[src/rtl/hazard_unit_pkg.sv]
// Shared pipeline definitions for the hazard controller.
//   state_t  : hazard FSM states (RUN, FLUSH)
//   REG_W    : register-index width
//   shadow_t : shadow copy of a pipeline slot {rd, we, load}
//   src_hit  : true when an ID source register reads a pending destination
package hazard_unit_pkg;

   localparam int REG_W = 5;

   typedef enum logic {
      RUN   = 1'b0,
      FLUSH = 1'b1
   } state_t;

   typedef struct packed {
      logic [REG_W-1:0] rd;
      logic             we;
      logic             load;
   } shadow_t;

   // x0 is hard-wired to zero, so writing it never creates a dependency.
   function automatic logic src_hit(
      input logic [REG_W-1:0] rs1,
      input logic             rs1_used,
      input logic [REG_W-1:0] rs2,
      input logic             rs2_used,
      input logic [REG_W-1:0] rd,
      input logic             we
   );
      return we && (rd != '0) &&
             ((rs1_used && (rs1 == rd)) || (rs2_used && (rs2 == rd)));
   endfunction

endpackage

[src/rtl/hazard_unit_sat_counter.sv]
// Saturating event counter.
//   clk   : rising-edge clock
//   clear : synchronous clear, wins over inc
//   inc   : count one event this cycle
//   cnt   : current count, holds at all-ones instead of wrapping
module sat_counter #(
   parameter int CNT_W = 16
) (
   input  logic             clk,
   input  logic             clear,
   input  logic             inc,
   output logic [CNT_W-1:0] cnt
);

   always_ff @(posedge clk) begin
      if (clear) begin
         cnt <= '0;
      end else if (inc && (cnt != {CNT_W{1'b1}})) begin
         cnt <= cnt + 1'b1;
      end
   end

endmodule

[src/rtl/hazard_unit.sv]
// Pipeline hazard controller sitting beside the ID stage.
// Tracks the destinations of the instructions in EX and MEM, stalls on
// load-use (or any RAW when forwarding is absent), squashes the slots after
// a taken branch and counts stall / flush events.
//   clk, rst                 : clock, synchronous active-high reset
//   d_valid, d_rs1, d_rs2,
//   d_rs1_used, d_rs2_used,
//   d_rd, d_we, d_load       : decoded ID-stage instruction
//   e_taken                  : EX resolved a taken branch/jump this cycle
//   pc_hold, d_hold, d_flush : IF / IF-ID controls
//   stall, jb                : ID/EX controls (stall=1 bubble, jb=0 squash)
//   stall_cnt, flush_cnt     : saturating performance counters
module hazard_unit
   import hazard_unit_pkg::*;
#(
   parameter bit FWD          = 1'b1,
   parameter int FLUSH_CYCLES = 2,
   parameter int CNT_W        = 16
) (
   input  logic             clk,
   input  logic             rst,
   input  logic             d_valid,
   input  logic [REG_W-1:0] d_rs1,
   input  logic [REG_W-1:0] d_rs2,
   input  logic             d_rs1_used,
   input  logic             d_rs2_used,
   input  logic [REG_W-1:0] d_rd,
   input  logic             d_we,
   input  logic             d_load,
   input  logic             e_taken,
   output logic             pc_hold,
   output logic             d_hold,
   output logic             d_flush,
   output logic             stall,
   output logic             jb,
   output logic [CNT_W-1:0] stall_cnt,
   output logic [CNT_W-1:0] flush_cnt
);

   localparam logic [1:0] RELOAD = 2'(FLUSH_CYCLES - 1);

   state_t           state;
   logic [1:0]       remaining;
   shadow_t          e_sh;
   logic [REG_W-1:0] m_rd;
   logic             m_we;

   logic match_e;
   logic match_m;
   logic hz;
   logic id_issue;

   assign match_e = src_hit(d_rs1, d_rs1_used, d_rs2, d_rs2_used, e_sh.rd, e_sh.we);
   assign match_m = src_hit(d_rs1, d_rs1_used, d_rs2, d_rs2_used, m_rd, m_we);

   // With forwarding only a load in EX is too late; without it any pending
   // write in EX or MEM must drain first.
   assign hz = FWD ? (d_valid && match_e && e_sh.load)
                   : (d_valid && (match_e || match_m));

   // Branch squash outranks the hazard: the stalled ID instruction is
   // discarded anyway, so no hold is raised.
   always_comb begin
      pc_hold = 1'b0;
      d_hold  = 1'b0;
      d_flush = 1'b0;
      stall   = 1'b0;
      jb      = 1'b1;
      if (rst) begin
         stall   = 1'b1;
         jb      = 1'b0;
         pc_hold = 1'b1;
         d_flush = 1'b1;
      end else if (e_taken || (state == FLUSH)) begin
         jb      = 1'b0;
         d_flush = 1'b1;
      end else if (hz) begin
         stall   = 1'b1;
         pc_hold = 1'b1;
         d_hold  = 1'b1;
      end
   end

   // The ID/EX register takes the ID instruction only when neither a bubble
   // nor a squash is being loaded.
   assign id_issue = d_valid && !stall && jb;

   always_ff @(posedge clk) begin
      if (rst) begin
         state     <= RUN;
         remaining <= '0;
         e_sh      <= '0;
         m_rd      <= '0;
         m_we      <= 1'b0;
      end else begin
         m_rd <= e_sh.rd;
         m_we <= e_sh.we;
         if (id_issue) begin
            e_sh.rd   <= d_rd;
            e_sh.we   <= d_we;
            e_sh.load <= d_load;
         end else begin
            e_sh <= '0;
         end

         case (state)
            RUN: begin
               if (e_taken && (FLUSH_CYCLES > 1)) begin
                  state     <= FLUSH;
                  remaining <= RELOAD;
               end
            end
            FLUSH: begin
               if (e_taken) begin
                  remaining <= RELOAD;
               end else begin
                  remaining <= remaining - 2'd1;
                  if (remaining == 2'd1) begin
                     state <= RUN;
                  end
               end
            end
            default: state <= RUN;
         endcase
      end
   end

   sat_counter #(.CNT_W(CNT_W)) u_stall_cnt (
      .clk   (clk),
      .clear (rst),
      .inc   (stall),
      .cnt   (stall_cnt)
   );

   sat_counter #(.CNT_W(CNT_W)) u_flush_cnt (
      .clk   (clk),
      .clear (rst),
      .inc   (e_taken),
      .cnt   (flush_cnt)
   );

endmodule
[config.mk]
export PLATFORM = sky130hd
export DESIGN_NAME = hazard_unit
export DESIGN_NICKNAME = d
export VERILOG_FILES = /design/src/rtl/hazard_unit_pkg.sv /design/src/rtl/hazard_unit_sat_counter.sv /design/src/rtl/hazard_unit.sv
export SDC_FILE = /design/constraint.sdc
export NUM_CORES = 1
export LEC_CHECK = 0
export CORE_MARGIN = 5
export CORE_UTILIZATION = 48
export DETAILED_ROUTE_END_ITERATION = 10
export GPL_ROUTABILITY_DRIVEN = 0
export GPL_TIMING_DRIVEN = 0
export PLACE_DENSITY = 0.79
export REMOVE_ABC_BUFFERS = 1
export SYNTH_ARGS = -nofsm -noshare
export SYNTH_HDL_FRONTEND = slang
export SYNTH_HIERARCHICAL = 1
export SYNTH_SLANG_ARGS = --single-unit
[constraint.sdc]
create_clock -name clk -period 2.8 [get_ports clk]
set_input_delay 0.28 -clock clk [delete_from_list [all_inputs] [get_ports clk]]
set_output_delay 0.28 -clock clk [all_outputs]
set_load 0.02 [all_outputs]
Yosys cells after proc, flatten, opt, wreduce, memory -nomap -nowiden:

Cells that the tools add are included.

* reductions and logical operators: 15
* mux-type cells: 15
* $add $sub $neg: 3
* bitwise logic cells: 2
* eq/ne operators: 6

Operators by type and width (count)
* 16-bit by 1-bit adder with 16-bit output, second input constant: 2
* 16-bit != test, second input constant: 2
* 1-bit two-way mux: 11
* 5-bit equality test: 2
* 1-bit logical AND: 10
* 5-bit nonzero test: 1
* 2-bit two-way mux: 2
* 2-bit one-hot mux with 2 select lines: 1
* 2-bit by 1-bit equality test with 1-bit output, second input constant: 1
* 1-bit logical OR: 2
* 2-bit != test, second input constant: 1
* 1-bit NOT: 2
* 1-bit one-hot mux with 2 select lines: 1
* 2-bit OR reduction: 1
* 2-bit by 1-bit subtractor with 2-bit output, second input constant: 1
* 1-bit zero test: 1

* word-level logic and storage cells: 48
* input bits: 23
* output and inout port bits: 37
* bits in registers: 42

Logic depth before layout (Yosys ltp):

* depth in word-level cells: 14
* gate-level depth with buffers: 8
* depth with buffers taken out: 8

By module:

The synthesis kept the hierarchy.

By module, submodules not included
* sat_counter: area an instance 848.3 um^2, instances 2, cells each 99
* hazard_unit: area an instance 534.3 um^2, instances 1, cells each 60

Least setup slack after synthesis:

No wires, ideal clock.

* kind: register to register
* start: register e_sh[4] (netlist name)
* end: register u_stall_cnt.cnt[9]
* library setup time: 0.070 ns
* required time: 2.730 ns
* stages on the path, launching flop included: 9
* arrival time: 2.189 ns
* path slack: 0.541 ns
* cell sequence: dfxtp_1 > xnor2_1 > nand4_1 > o22ai_4 > a31o_1 > nand2_1 > clkbuf_1 > or4_1 > a21oi_1

* longest elaborated chain between the ends: 10
* elaborated cells on any way between the ends: 14
* classes of those cells: 2 x eq/ne; 3 x mux; 9 x reduce/logical

RTL lines
* start, declared: RTL line hazard_unit.sv:44 `shadow_t e_sh;`
* 5-bit equality test: RTL line hazard_unit_pkg.sv:31 `((rs1_used && (rs1 == rd)) || (rs2_used && (rs2 == rd)));`
* 1-bit logical AND: RTL line hazard_unit_pkg.sv:31
* 1-bit logical OR: RTL line hazard_unit_pkg.sv:31
* 1-bit logical AND (*): RTL line hazard_unit_pkg.sv:30 `return we && (rd != '0) &&`
* 1-bit logical AND (*) (2 in a row): RTL line hazard_unit.sv:58 `assign hz = FWD ? (d_valid && match_e && e_sh.load)`
* 1-bit two-way mux (*) (3 in a row)
* via pc_hold: RTL line hazard_unit.sv:31 `output logic pc_hold,`
* 1-bit logical AND (*): RTL line hazard_unit_sat_counter.sv:18 `end else if (inc && (cnt != {CNT_W{1'b1}})) begin`
* end signal, assigned: RTL line hazard_unit_sat_counter.sv:19 `cnt <= cnt + 1'b1;`
* end, declared: RTL line hazard_unit_sat_counter.sv:12 `output logic [CNT_W-1:0] cnt`

Mark *: on every way through the listed nets, which the timed path passes. The rest lies on a longest branch.
A chain may end at the register's enable or synchronous reset.

Worst setup path in the final report:

* start: input port d_valid
* end: output port stall

* longest elaborated chain between the ends: 5

RTL lines
* start, declared: RTL line hazard_unit.sv:22 `input logic d_valid,`
* 1-bit logical AND (2 in a row): RTL line hazard_unit.sv:58
* 1-bit two-way mux: RTL line hazard_unit.sv:77 `end else if (hz) begin`
* 1-bit two-way mux: RTL line hazard_unit.sv:74 `end else if (e_taken || (state == FLUSH)) begin`
* 1-bit two-way mux: RTL line hazard_unit.sv:69 `if (rst) begin`
* end, declared: RTL line hazard_unit.sv:34 `output logic stall,`

Every way passes these cells.

==> impl_metrics.py <==
metrics = {
    "synthesis": {
        "synth-edff-count": 0,
        "yosysWarnings": 6,
        "syn-mean-instance-area_um2": 8.65,
        "async_flop_share": 0,
        "syn_area_um2": 2230,
        "ys_ff_latch": 42,
        "ys.flop_type": "dfxtp_1",
        "yosysTopAreaCellShare": 0.377,
        "yosysUniqueCellTypes": 39,
        "ys_seq_area_frac": 0.377,
        "yosys-top-cells-area": "dfxtp_1, a21oi_1, xnor2_1",
        "syn_inst": 258,
        "synth_top_area_cell": "dfxtp_1",
    },
    "critical_path": {
        "r2r_end": "u_stall_cnt/cnt[11]",
        "slowest_stage": "clkdlybuf4s50_1",
        "required_ps": 2520,
        "worstSetupStartpointType": "input pin",
        "r2r_setup_slack_ps": 380,
        "critPathKind": "in2out",
        "arrival_ps": 2320,
        "slowest_delay_ps": 640,
        "reg2regPathDepth": 7,
        "r2r-start": "e_sh[3]",
        "path_max_fanout": 9,
        "crit_chain": "clkdlybuf4s50_1 -> nand3_1 -> a21oi_2 -> a31o_2 -> clkdlybuf4s50_1",
        "crit_cells": 5,
        "critPathTopFamily": "buffers and inverters",
        "endpoint": "stall",
        "crit_buf_inv": 2,
        "cpMostUsedCell": "clkdlybuf4s50_1",
        "end_kind": "output port",
        "crit_path_start": "d_valid",
    },
    "power_and_ir_drop": {
        "ir_drop_mv": 0.169,
        "power_density_nw_per_um2": 386,
        "p_leak_uw": 0.000959,
    },
    "floorplan": {
        "io_pins": 60,
        "die_area_um2": 6110,
        "num_rows": 24,
        "die_h_um": 78.2,
        "start_util": 0.502,
        "core_um2": 4440,
        "die_w_um": 78.2,
    },
    "global_routing": {
        "track_usage": 0.178,
        "grt_pass1_vias": 2021,
        "grt_remaining_overflow": 0,
        "grt_first_pass_wirelength_mm": 9.14,
        "grt_max_degree": 40,
        "antenna_found_initial": 0,
    },
    "layout": {
        "final-seq-area_um2": 841,
        "layout_commonest_cell": "clkdlybuf4s50_1",
        "layout.cells.most_common_list": "clkdlybuf4s50_1, dfxtp_1, a21oi_1",
        "fill_cells": 383,
        "fin_area_um2": 2930,
        "n_antenna_cell": 0,
        "multi_input_area_um2": 1310,
        "drive_gt1_frac": 0.0698,
        "layout.nets": 340,
        "area_growth_pct": 31.5,
    },
    "cts": {
        "numCtsBuffers": 5,
        "path_clk_slew_ps": 80,
        "cts_sinks": 42,
        "cts_max_path_buffers": 2,
        "cts_tree": "built",
        "clkLatencyLatePin_ps": 290,
        "holdBufCountCts": 0,
        "htreeDepth": 2,
        "cts-root-buf": "clkbuf_8",
    },
    "drt": {
        "wirelength_mm": 5.30,
        "viasPerCell": 5.90,
        "drtPass1Iterations": 4,
        "vias": 2165,
        "drc": 0,
        "wl_per_cell_um": 14.4,
        "drt_iter0_markers": 122,
        "ant_nets": 0,
    },
    "timing": {
        "worst_slew_pin_slew_ps": 796,
        "whs_ps": 525,
        "slew_headroom": 0.469,
        "grt_setup_unrepaired": "false",
        "finalCriticalPeriod_ps": 2600,
        "max_freq_mhz": 385,
        "finalHoldViolCount": 0,
        "period_share": 0.927,
        "finalSetupViolCount": 0,
        "skew_ps": 5.82,
        "slew_violations": 0,
    },
    "flow_run": {
        "maxCapViolCount": 0,
    },
    "worst_hold_path": {
        "min_from": "u_stall_cnt/cnt[1]",
        "min_path_type": "reg2reg",
    },
    "place": {
        "hpwl_mm": 3.77,
        "place_area_um2": 2840,
        "portBuffers": 59,
    },
    "run_status": {
        "status": "completed",
    },
}
==> cell usage after synthesis, types with 4 or more instances <==
master	n
nor3_1	10
nand4_1	7
nor4_1	4
nor2b_1	4
xnor2_1	14
or3_1	6
inv_1	8
o31ai_1	12
nor2_1	17
o21ai_0	8
a21oi_1	28
or4_1	14
and4_1	6
dfxtp_1	42
nand2_1	14
clkbuf_1	4
nand3_1	20
==> stage by stage <==
| stage | total power (µW) | setup slack, ps | TNS, ps | utilization | instances |
|---|---|---|---|---|---|
| floorplan | 678 | 310 | 0 | - | 248 |
| global placement | 742 | -495 | -5070 | 0.639 | 359 |
| detailed placement | 745 | -470 | -5030 | 0.639 | 359 |
| CTS | 1150 | 107 | 0 | 0.660 | 367 |
| global route | 1180 | 75.8 | 0 | 0.660 | 367 |
| finish | 1130 | 203 | 0 | 0.660 | 367 |
==> power by group <==
| group | internal [µW] | leakage, µW | total [µW] | switching (µW) |
|---|---|---|---|---|
| Sequential | 606 | 0.000340 | 617 | 10.5 |
| Clock | 199 | 0.0000482 | 402 | 203 |
| Combinational | 60.8 | 0.000571 | 113 | 52.1 |
| Total | 866 | 0.000959 | 1130 | 265 |
==> what timing repair did <==
action | in CTS | in global routing
resized for setup | 3 | 1
endpoints found under the setup margin | 12 | 2
cloned | 0 | 0
setup buffers | 0 | 0
pin swaps | 0 | 0
==> per-layer routing <==
metal  vias up  track usage  share of wire  routed length (µm)
li1       1098            -              -                   -
met1      1007        0.228           0.47                2510
met2        51        0.298           0.47                2470
met3         9       0.0446          0.050                 264
met4         0       0.0507          0.012                  62
met5         -            0              0                   0
==> worst reg2reg max path: cells and delay by family (launching register included) <==
family,cells,cell delay [ps]
flip-flops,1,350
AND/OR/NAND/NOR,3,810
AO/OA/AOI/OAI,2,590
XOR/XNOR,1,210
multiplexers,1,370
==> cell type report <==
class                   instances  area share
inverters                       9      0.0119
repair buffers                 59       0.202
flip-flops and latches         42       0.287
clock buffers                   7      0.0294
multi-input cells             197       0.446
well taps                      52      0.0222
clock inverters                 1     0.00171
==> sequential cells by signal, indices dropped and copies added (netlist names) <==
signal,flops
u_stall_cnt/cnt,16
e_sh,7
state,1
u_flush_cnt/cnt,16
remaining,2
==> worst min-delay path by stage <==
stage / end / slack (ps) / cells past startpoint
final: u_stall_cnt/cnt[1] / 520 / 2
after global routing: e_sh[1] / 540 / 3
after CTS: u_stall_cnt/cnt[1] / 530 / 2
after detailed placement: u_stall_cnt/cnt[1] / 520 / 2
after global placement: remaining[1] / 510 / 2
after floorplan: u_flush_cnt/cnt[0] / 350 / 1
==> kinds of logic (layout without fill, tap and decap cells) <==
family	count (synthesis)	after routing	share of synthesized area
adders and majority gates	3	3	0.0168
AOI/OAI and AO/OA	57	57	0.160
DFF	42	42	0.377
muxes	5	5	0.0236
buffers and inverters	19	76	0.0359
and+or+nand+nor	117	117	0.328
xor gates and xnor gates	15	15	0.0589
No activity file was read; power rests on OpenSTA's default activity.
